**config.mk**
```make
export PLATFORM = sky130hd
export DESIGN_NAME = tick_burst_scheduler
export DESIGN_NICKNAME = d
export VERILOG_FILES = /design/src/rtl/tick_sched_pkg.sv /design/src/rtl/tick_prescaler.sv /design/src/rtl/tick_burst_scheduler.sv
export SDC_FILE = /design/constraint.sdc
export NUM_CORES = 1
export LEC_CHECK = 0
export BUFFER_PORTS_ARGS = -buffer_cell sky130_fd_sc_hd__clkbuf_2
export CAP_MARGIN = 20
export CORE_MARGIN = 4
export CORE_UTILIZATION = 50
export CTS_CLUSTER_DIAMETER = 80
export DETAILED_ROUTE_END_ITERATION = 16
export MAX_ROUTING_LAYER = met4
export PLACE_DENSITY = 0.75
export SKIP_LAST_GASP = 1
export SLEW_MARGIN = 20
export SYNTH_ARGS = -nofsm -noshare
export SYNTH_HDL_FRONTEND = slang
export SYNTH_SLANG_ARGS = --single-unit
```
**constraint.sdc**
```tcl
create_clock -name clk -period 3.7 [get_ports clk]
set_input_delay 0.555 -clock clk [delete_from_list [all_inputs] [get_ports clk]]
set_output_delay 0.555 -clock clk [all_outputs]
set_load 0.03 [all_outputs]
```
**src/rtl/tick_sched_pkg.sv**
```systemverilog
// rtl/tick_sched_pkg.sv - shared types, divide codes and period helper for the tick burst scheduler
package tick_sched_pkg;

    typedef enum logic [1:0] {
        IDLE = 2'd0,
        RUN  = 2'd1,
        DONE = 2'd2
    } sched_state_t;

    localparam logic [1:0] DIV2  = 2'd0;
    localparam logic [1:0] DIV4  = 2'd1;
    localparam logic [1:0] DIV8  = 2'd2;
    localparam logic [1:0] DIV16 = 2'd3;

    function automatic logic [4:0] period(input logic [1:0] code);
        return 5'd2 << code;
    endfunction

endpackage

```
**src/rtl/tick_prescaler.sv**
```systemverilog
// rtl/tick_prescaler.sv - 4-bit wrapping prescaler with registered tick on the last count of the period
module tick_prescaler
    import tick_sched_pkg::*;
(
    input  logic       clk,
    input  logic       rst_n,
    input  logic       clr,
    input  logic       en,
    input  logic [1:0] period_sel,
    output logic       tick
);

    logic [3:0] cnt;
    logic [3:0] cnt_next;
    logic [3:0] last;

    always_comb begin
        last     = 4'(period(period_sel) - 5'd1);
        cnt_next = (cnt == last) ? 4'd0 : cnt + 4'd1;
    end

    // tick is registered so it lines up with the cycle where cnt == last
    always_ff @(posedge clk or negedge rst_n) begin
        if (!rst_n) begin
            cnt  <= 4'd0;
            tick <= 1'b0;
        end else if (clr) begin
            cnt  <= 4'd0;
            tick <= 1'b0;
        end else if (en) begin
            cnt  <= cnt_next;
            tick <= (cnt_next == last);
        end else begin
            tick <= 1'b0;
        end
    end

endmodule

```
**src/rtl/tick_burst_scheduler.sv**
```systemverilog
// rtl/tick_burst_scheduler.sv - round-robin owner of a shared divided-tick generator, counts burst ticks
module tick_burst_scheduler
    import tick_sched_pkg::*;
#(
    parameter int N_REQ = 4,
    parameter int CNT_W = 8
) (
    input  logic                   clk,
    input  logic                   rst_n,
    input  logic [N_REQ-1:0]       req,
    input  logic [2*N_REQ-1:0]     div_sel,
    input  logic [CNT_W*N_REQ-1:0] burst_len,
    output logic [N_REQ-1:0]       grant,
    output logic                   tick,
    output logic [N_REQ-1:0]       done,
    output logic                   busy
);

    localparam int IDX_W = $clog2(N_REQ);

    sched_state_t     state;
    sched_state_t     state_nx;
    logic [IDX_W-1:0] rr_ptr;
    logic [IDX_W-1:0] owner;
    logic [IDX_W-1:0] owner_nx;
    logic [IDX_W-1:0] win_idx;
    logic             win_found;
    logic [1:0]       div_q;
    logic [CNT_W-1:0] len_q;
    logic [CNT_W-1:0] tick_cnt;
    logic             finish;
    logic             abort;
    logic             pre_clr;
    logic             pre_en;

    // walk downward so the requester closest to rr_ptr is the last (winning) assignment
    always_comb begin
        win_found = 1'b0;
        win_idx   = rr_ptr;
        for (int k = N_REQ - 1; k >= 0; k--) begin
            if (req[(int'(rr_ptr) + k) % N_REQ]) begin
                win_found = 1'b1;
                win_idx   = IDX_W'((int'(rr_ptr) + k) % N_REQ);
            end
        end
    end

    always_comb begin
        owner_nx = (owner == IDX_W'(N_REQ - 1)) ? '0 : owner + 1'b1;
        abort    = !req[owner];
        finish   = (len_q == '0) || (tick && (tick_cnt + 1'b1 == len_q));
    end

    always_comb begin
        state_nx = state;
        pre_clr  = 1'b0;
        pre_en   = 1'b0;
        case (state)
            IDLE: begin
                if (win_found) begin
                    state_nx = RUN;
                    pre_clr  = 1'b1;
                end
            end
            RUN: begin
                if (abort) begin
                    state_nx = IDLE;
                end else if (finish) begin
                    state_nx = DONE;
                end else begin
                    pre_en = 1'b1;
                end
            end
            DONE:    state_nx = IDLE;
            default: state_nx = IDLE;
        endcase
    end

    always_ff @(posedge clk or negedge rst_n) begin
        if (!rst_n) begin
            state <= IDLE;
        end else begin
            state <= state_nx;
        end
    end

    // abort takes priority over completion, so a dropped request never sees done
    always_ff @(posedge clk or negedge rst_n) begin
        if (!rst_n) begin
            rr_ptr   <= '0;
            owner    <= '0;
            div_q    <= 2'd0;
            len_q    <= '0;
            tick_cnt <= '0;
            grant    <= '0;
            done     <= '0;
        end else begin
            done <= '0;
            case (state)
                IDLE: begin
                    if (win_found) begin
                        owner    <= win_idx;
                        div_q    <= div_sel[int'(win_idx) * 2 +: 2];
                        len_q    <= burst_len[int'(win_idx) * CNT_W +: CNT_W];
                        tick_cnt <= '0;
                        grant    <= N_REQ'(1) << win_idx;
                    end
                end
                RUN: begin
                    if (tick) begin
                        tick_cnt <= tick_cnt + 1'b1;
                    end
                    if (state_nx != RUN) begin
                        grant  <= '0;
                        rr_ptr <= owner_nx;
                    end
                    if (state_nx == DONE) begin
                        done <= N_REQ'(1) << owner;
                    end
                end
                default: ;
            endcase
        end
    end

    assign busy = (state != IDLE);

    tick_prescaler u_prescaler (
        .clk        (clk),
        .rst_n      (rst_n),
        .clr        (pre_clr),
        .en         (pre_en),
        .period_sel (div_q),
        .tick       (tick)
    );

endmodule

```
Word-level counts from Yosys, hierarchy flattened. Cells that the tools add are included.

Flip-flop bits (word level): 37. Output and inout port bits: 10.

$add $sub $neg: 7. Order comparisons: 5. Equal/unequal tests: 10. Shift operators: 5. Multiplexer cells: 44. Bitwise gates (word level): 3. Reductions and logical operators: 14.

Operators with widths (count): variable part select 32 x 6 -> 8 bit (1); two-way mux 4 bit (7); two-way mux 1 bit (19); two-way mux 2 bit (8); two-way mux 8 bit (2); one-hot mux 8 bit (2 select lines) (1); less-than comparator 3 x 4 -> 1 bit (second input constant) (3); binary-select mux 1 bit (select 2 bit) (5); adder 8 x 1 -> 8 bit (second input constant) (1); equality test 4 bit (2); equality test 8 bit (1); logical NOT 8 bit (1); one-hot mux 4 bit (2 select lines) (1); variable part select 8 x 4 -> 2 bit (1); << shifter 1 x 2 -> 4 bit (first input constant) (2); less-than comparator 2 x 3 -> 1 bit (second input constant) (2); AND reduction 3 bit (2); nonzero test 2 bit (3); OR reduction 2 bit (3); adder 2 x 1 -> 2 bit (second input constant) (2); adder 2 bit (second input constant) (2); adder 4 x 1 -> 4 bit (second input constant) (1); equality test 2 bit (second input constant) (2); != test 2 x 1 -> 1 bit (second input constant) (2); 10 further kinds (14).

Logic depth before layout (Yosys ltp).
Depth in word-level cells: 15. Mapped depth: 8. Gate-level depth less buffers: 7.

By module. A second synthesis with hierarchy kept.

Cell total of the unflattened synthesis: 244. Area total of the unflattened synthesis: 2339.7 um^2.

By module, submodules not included: tick_burst_scheduler (times used 1, cells an instance 195, area each 1905.6 um^2, seq. area each 800.8 um^2); tick_prescaler (times used 1, cells an instance 49, area each 434.2 um^2, seq. area each 125.1 um^2).

Least setup slack after synthesis. Ideal clock, no wire load.

Path type: register to register. From: register tick_cnt[0]. To: register rr_ptr[0]. Setup time: 125 ps. Data arrival time: 2326 ps. Data required time: 3575 ps. Path slack: 1249 ps. Stages on the path, launching flop included: 8. Path buffers: 0. Period minus slack after synthesis: 2451 ps. Path through: dfrtp_1 -> ha_1 -> xnor2_1 -> xnor2_1 -> or4_4 -> o41ai_4 -> o21ai_4 -> mux2_4.

Word-level cells in the longest chain between the ends: 9.

Ends and longest elaborated chain: start, declared (line tick_burst_scheduler.sv:30) `logic [CNT_W-1:0] tick_cnt;`; start signal, assigned (line tick_burst_scheduler.sv:111) `tick_cnt <= tick_cnt + 1'b1;`; adder 8 x 1 -> 8 bit (line tick_burst_scheduler.sv:51) `finish = (len_q == '0) || (tick && (tick_cnt + 1'b1 == len_q));`; equality test 8 bit (line tick_burst_scheduler.sv:51); logical AND 1 bit (line tick_burst_scheduler.sv:51); logical OR 1 bit (line tick_burst_scheduler.sv:51); two-way mux 2 bit (line tick_burst_scheduler.sv:68) `end else if (finish) begin`; two-way mux 2 bit (line tick_burst_scheduler.sv:66) `if (abort) begin`; one-hot mux 2 bit (2 select lines) (line tick_burst_scheduler.sv:58) `case (state)`; != test 2 x 1 -> 1 bit (line tick_burst_scheduler.sv:113) `if (state_nx != RUN) begin`; AND reduction 2 bit (no line); end signal, assigned (line tick_burst_scheduler.sv:115) `rr_ptr <= owner_nx;`; end, declared (line tick_burst_scheduler.sv:23) `logic [IDX_W-1:0] rr_ptr;`.

Every way passes these cells. A chain may end at the register's enable or synchronous reset.

Worst setup path in the final report. Ends and elaborated chain as after synthesis.

==> flow_metrics.py <==
metrics = {
    "floorplan": {
        "initial_core_util": 0.5287,
        "core_sq_um": 4444,
        "die_h_microns": 76.55,
        "num_rows": 24,
        "die-width_microns": 76.55,
        "area_of_the_die_sq_um": 5860,
        "design.portCount": 56,
    },
    "finish": {
        "final_design_area_no_fill_sq_um": 2751,
        "layout_common_cells": "sky130_fd_sc_hd__clkbuf_2 (55), sky130_fd_sc_hd__dfrtp_1 (37), sky130_fd_sc_hd__o21ai_0 (25)",
        "layout.filler_cells": 392,
        "finalNetCount": 338,
        "final_layout_size_suffix_gt1_frac": 0.3042,
        "mostFrequentLayoutCell": "sky130_fd_sc_hd__clkbuf_2",
        "seqCellArea_sq_um": 925.9,
        "n_antenna_cell": 0,
        "multiInputGateArea_sq_um": 1361,
        "layout-area-overhead-vs-synth_pct": 17.09,
    },
    "critical_path": {
        "cp_max_fo": 6,
        "worst-endpoint-arrival_ps": 2790,
        "cp_data_required_time_ps": 3880,
        "cp_num_buf_inv": 0,
        "critical_path.top_delay_family": "compound AO/OA/AOI/OAI gates",
        "critPathKind": "register to register",
        "timing.critical_path.cells": "ha_1 -> xnor2_1 -> xnor2_1 -> or4_4 -> o41ai_4 -> o21ai_4 -> mux2_4",
        "regToRegSetupSlack_ps": 1080,
        "worstReg2RegEnd": "rr_ptr[0]",
        "setup.worst_path.end_class": "register",
        "rr_worst_depth": 7,
        "timing.critical_path.mode_cell": "sky130_fd_sc_hd__xnor2_1",
        "timing.critical_path.slowest_stage_cell": "sky130_fd_sc_hd__or4_4",
        "rr_startpoint": "tick_cnt[0]",
        "critical_path.startpoint_type": "register",
        "crit_path_max_incr_delay_ps": 520,
    },
    "clock_tree": {
        "h-tree-depth": 2,
        "clock_tree_from_tritoncts": "built",
        "cts_hold_buf": 0,
        "cts_inserted_buffers": 5,
        "post_cts_repair_setup_buffers": 0,
        "tritoncts_num_sinks": 37,
        "ctsResizeCount": 0,
        "cts_buffer_depth": 2,
        "clkSlewWorstSetupHoldPaths_ps": 70,
        "clock_insertion_delay_worst_skew_ps": 290,
        "clockRootBuffer": "sky130_fd_sc_hd__clkbuf_8",
    },
    "yosys": {
        "ys_top_cells_by_area": "sky130_fd_sc_hd__dfrtp_1 (39%), sky130_fd_sc_hd__mux2i_1 (10%), sky130_fd_sc_hd__o21ai_0 (5.3%)",
        "yosys.area.top_type": "sky130_fd_sc_hd__dfrtp_1",
        "syn_avg_cell_area_sq_um": 10.17,
        "synthCells": 231,
        "synthesis.yosys.warnings": 0,
        "synthesized_net_count": 283,
        "synthesis.area_sq_um": 2350,
        "synthDistinctLibCells": 42,
        "synth_seq_area_share": 0.3940,
        "synth.top_cell.area_share": 0.3940,
        "synth.ff_latch_count": 37,
    },
    "worst_hold_path": {
        "path_class_of_the_lowest_slack_min_delay_path": "input pin to asynchronous set/reset pin",
    },
    "timing": {
        "timing.final.ws_setup_ps": 1084,
        "final-max-slew-violation-count": 0,
        "fin_tns_setup_ps": 0,
        "maxSlewHeadroom": 0.4053,
        "setup_repair_after_global_routing_missed_its_margin": "false",
        "final_min_period_over_clock_period": 0.7070,
        "hold_viol": 0,
        "finClkSkew_ps": 5.443,
        "timing.fmax_mhz": 382.3,
        "worstMarginPinSlew_ps": 892.1,
        "period_minus_slack_ps": 2616,
        "finalSetupViolCount": 0,
    },
    "routing": {
        "detail_route.wl_per_cell_microns": 14.39,
        "post_drt_via_cell_ratio": 5.612,
        "via_count": 1897,
        "drt.antenna.violating_nets": 0,
        "remaining_drc_errors": 0,
        "detail_route.wirelength_microns": 4865,
        "drt_iter0_markers": 132,
        "drt-pass1-iter-count": 4,
    },
    "global_routing": {
        "grt_start_max_net_pins": 38,
        "grt_pass1_vias": 1918,
        "grtUsageTotal": 0.1842,
        "antenna_found_initial": 0,
        "grt_overflow": 0,
        "grt_first_pass_wirelength_microns": 8562,
    },
    "run_status": {
        "outcome": "finished, final reports clean",
    },
    "flow_run": {
        "cap_viol_max_count": 0,
    },
    "place": {
        "dp_hpwl_microns": 3640,
        "gp_routability_congestion": 0.8737,
        "dp_slack_ps": 1092,
        "buffer_ports.inserted": 55,
        "placedInstanceArea_sq_um": 2665,
    },
    "power_and_ir_drop": {
        "power.density_cell_area_nw_per_um2": 708.1,
        "post-layout-total-power_mw": 1.948,
        "ir_worst_vdd_v": 0.0004774,
        "power_leakage_nw": 1.359,
    },
}
[synthesized netlist by cell type (all sizes together)]
cell type and instances:
dfrtp 37, o21ai 26, mux2i 24, nand2 24, mux2 13, xnor2 13, nand3 10, a31o 6
ha 6, inv 6, and3 5, clkbuf 5, nand2b 5, nor2 5, xor2 5, and2 4
buf 4, nor4 4, a31oi 3, nor2b 3, nor3 3, nor3b 2, o21a 2, o31ai 2
o41ai 2, a2111oi 1, a211oi 1, a21oi 1, a22o 1, a22oi 1, and2b 1, mux4 1
nand3b 1, nor4b 1, o221ai 1, or2 1, or4 1
[logic make-up (layout without fill, tap and decap cells)]
logic type	after synthesis	in the layout	share of synthesized area
and+or+nand+nor	70	70	0.1539
AOI/OAI and AO/OA	47	47	0.1443
muxes	38	38	0.1773
DFF	37	37	0.3940
xor gates and xnor gates	18	18	0.06709
buffers and inverters	15	70	0.03142
adders and majority gates	6	6	0.03195
[per-layer routing]
metal  vias to the layer above  routed length [microns]  track usage  share of wire
li1                        938                        -            -              -
met1                       894                     2257       0.2360           0.46
met2                        58                     2218       0.2909           0.46
met3                         7                      316      0.03664          0.065
met4                         0                       72      0.06522          0.015
met5                         -                        0            -              0
[power by group]
group | total [mW] | internal (mW) | switching (mW) | leakage (nW)
sequential | 0.690 | 0.533 | 0.157 | 0.483
combinational | 0.975 | 0.451 | 0.524 | 0.832
clock | 0.283 | 0.148 | 0.136 | 0.0443
total | 1.95 | 1.13 | 0.816 | 1.36
[through the flow]
step	instances	hold WS, ps	utilization
after floorplan	231	259.4	-
after global placement	331	507.8	0.5997
after detailed placement	331	499.3	0.5997
after CTS	338	418.4	0.6191
after global routing	338	469.9	0.6191
final	338	377.7	0.6191
[final cells by class]
cell class / count / area share
multi-input cells: 179 / 0.4948
well taps: 52 / 0.02365
clock buffers: 7 / 0.03138
flip-flops and latches: 37 / 0.3365
repair buffers: 57 / 0.1055
inverters: 6 / 0.008186
[worst register-to-register path: cells and delay by family (launching register included)]
family	cells	cell delay, ps
xor gates and xnor gates	2	290
muxes	1	340
AOI/OAI and AO/OA	2	640
DFF	1	420
and+or+nand+nor	1	520
adders and majority gates	1	290
[worst max path at each step]
stage	startpoint	to	slack (ps)	depth (start not counted)
detailed placement	tick_cnt[0]	rr_ptr[0]	1090	7
CTS	tick_cnt[0]	rr_ptr[0]	1090	7
global route	tick_cnt[0]	u_prescaler.cnt[3]	930	7
global placement	tick_cnt[0]	rr_ptr[0]	1130	7
finish	tick_cnt[0]	rr_ptr[0]	1080	7
floorplan	tick_cnt[0]	rr_ptr[0]	1250	7
[flip-flops by register name (all words and copies together), names as in the netlist]
register          cells
div_q                 2
done                  4
grant                 4
len_q                 8
owner                 2
rr_ptr                2
state                 2
tick_cnt              8
u_prescaler.cnt       4
u_prescaler.tick      1
No activity file was read; power rests on OpenSTA's default activity.
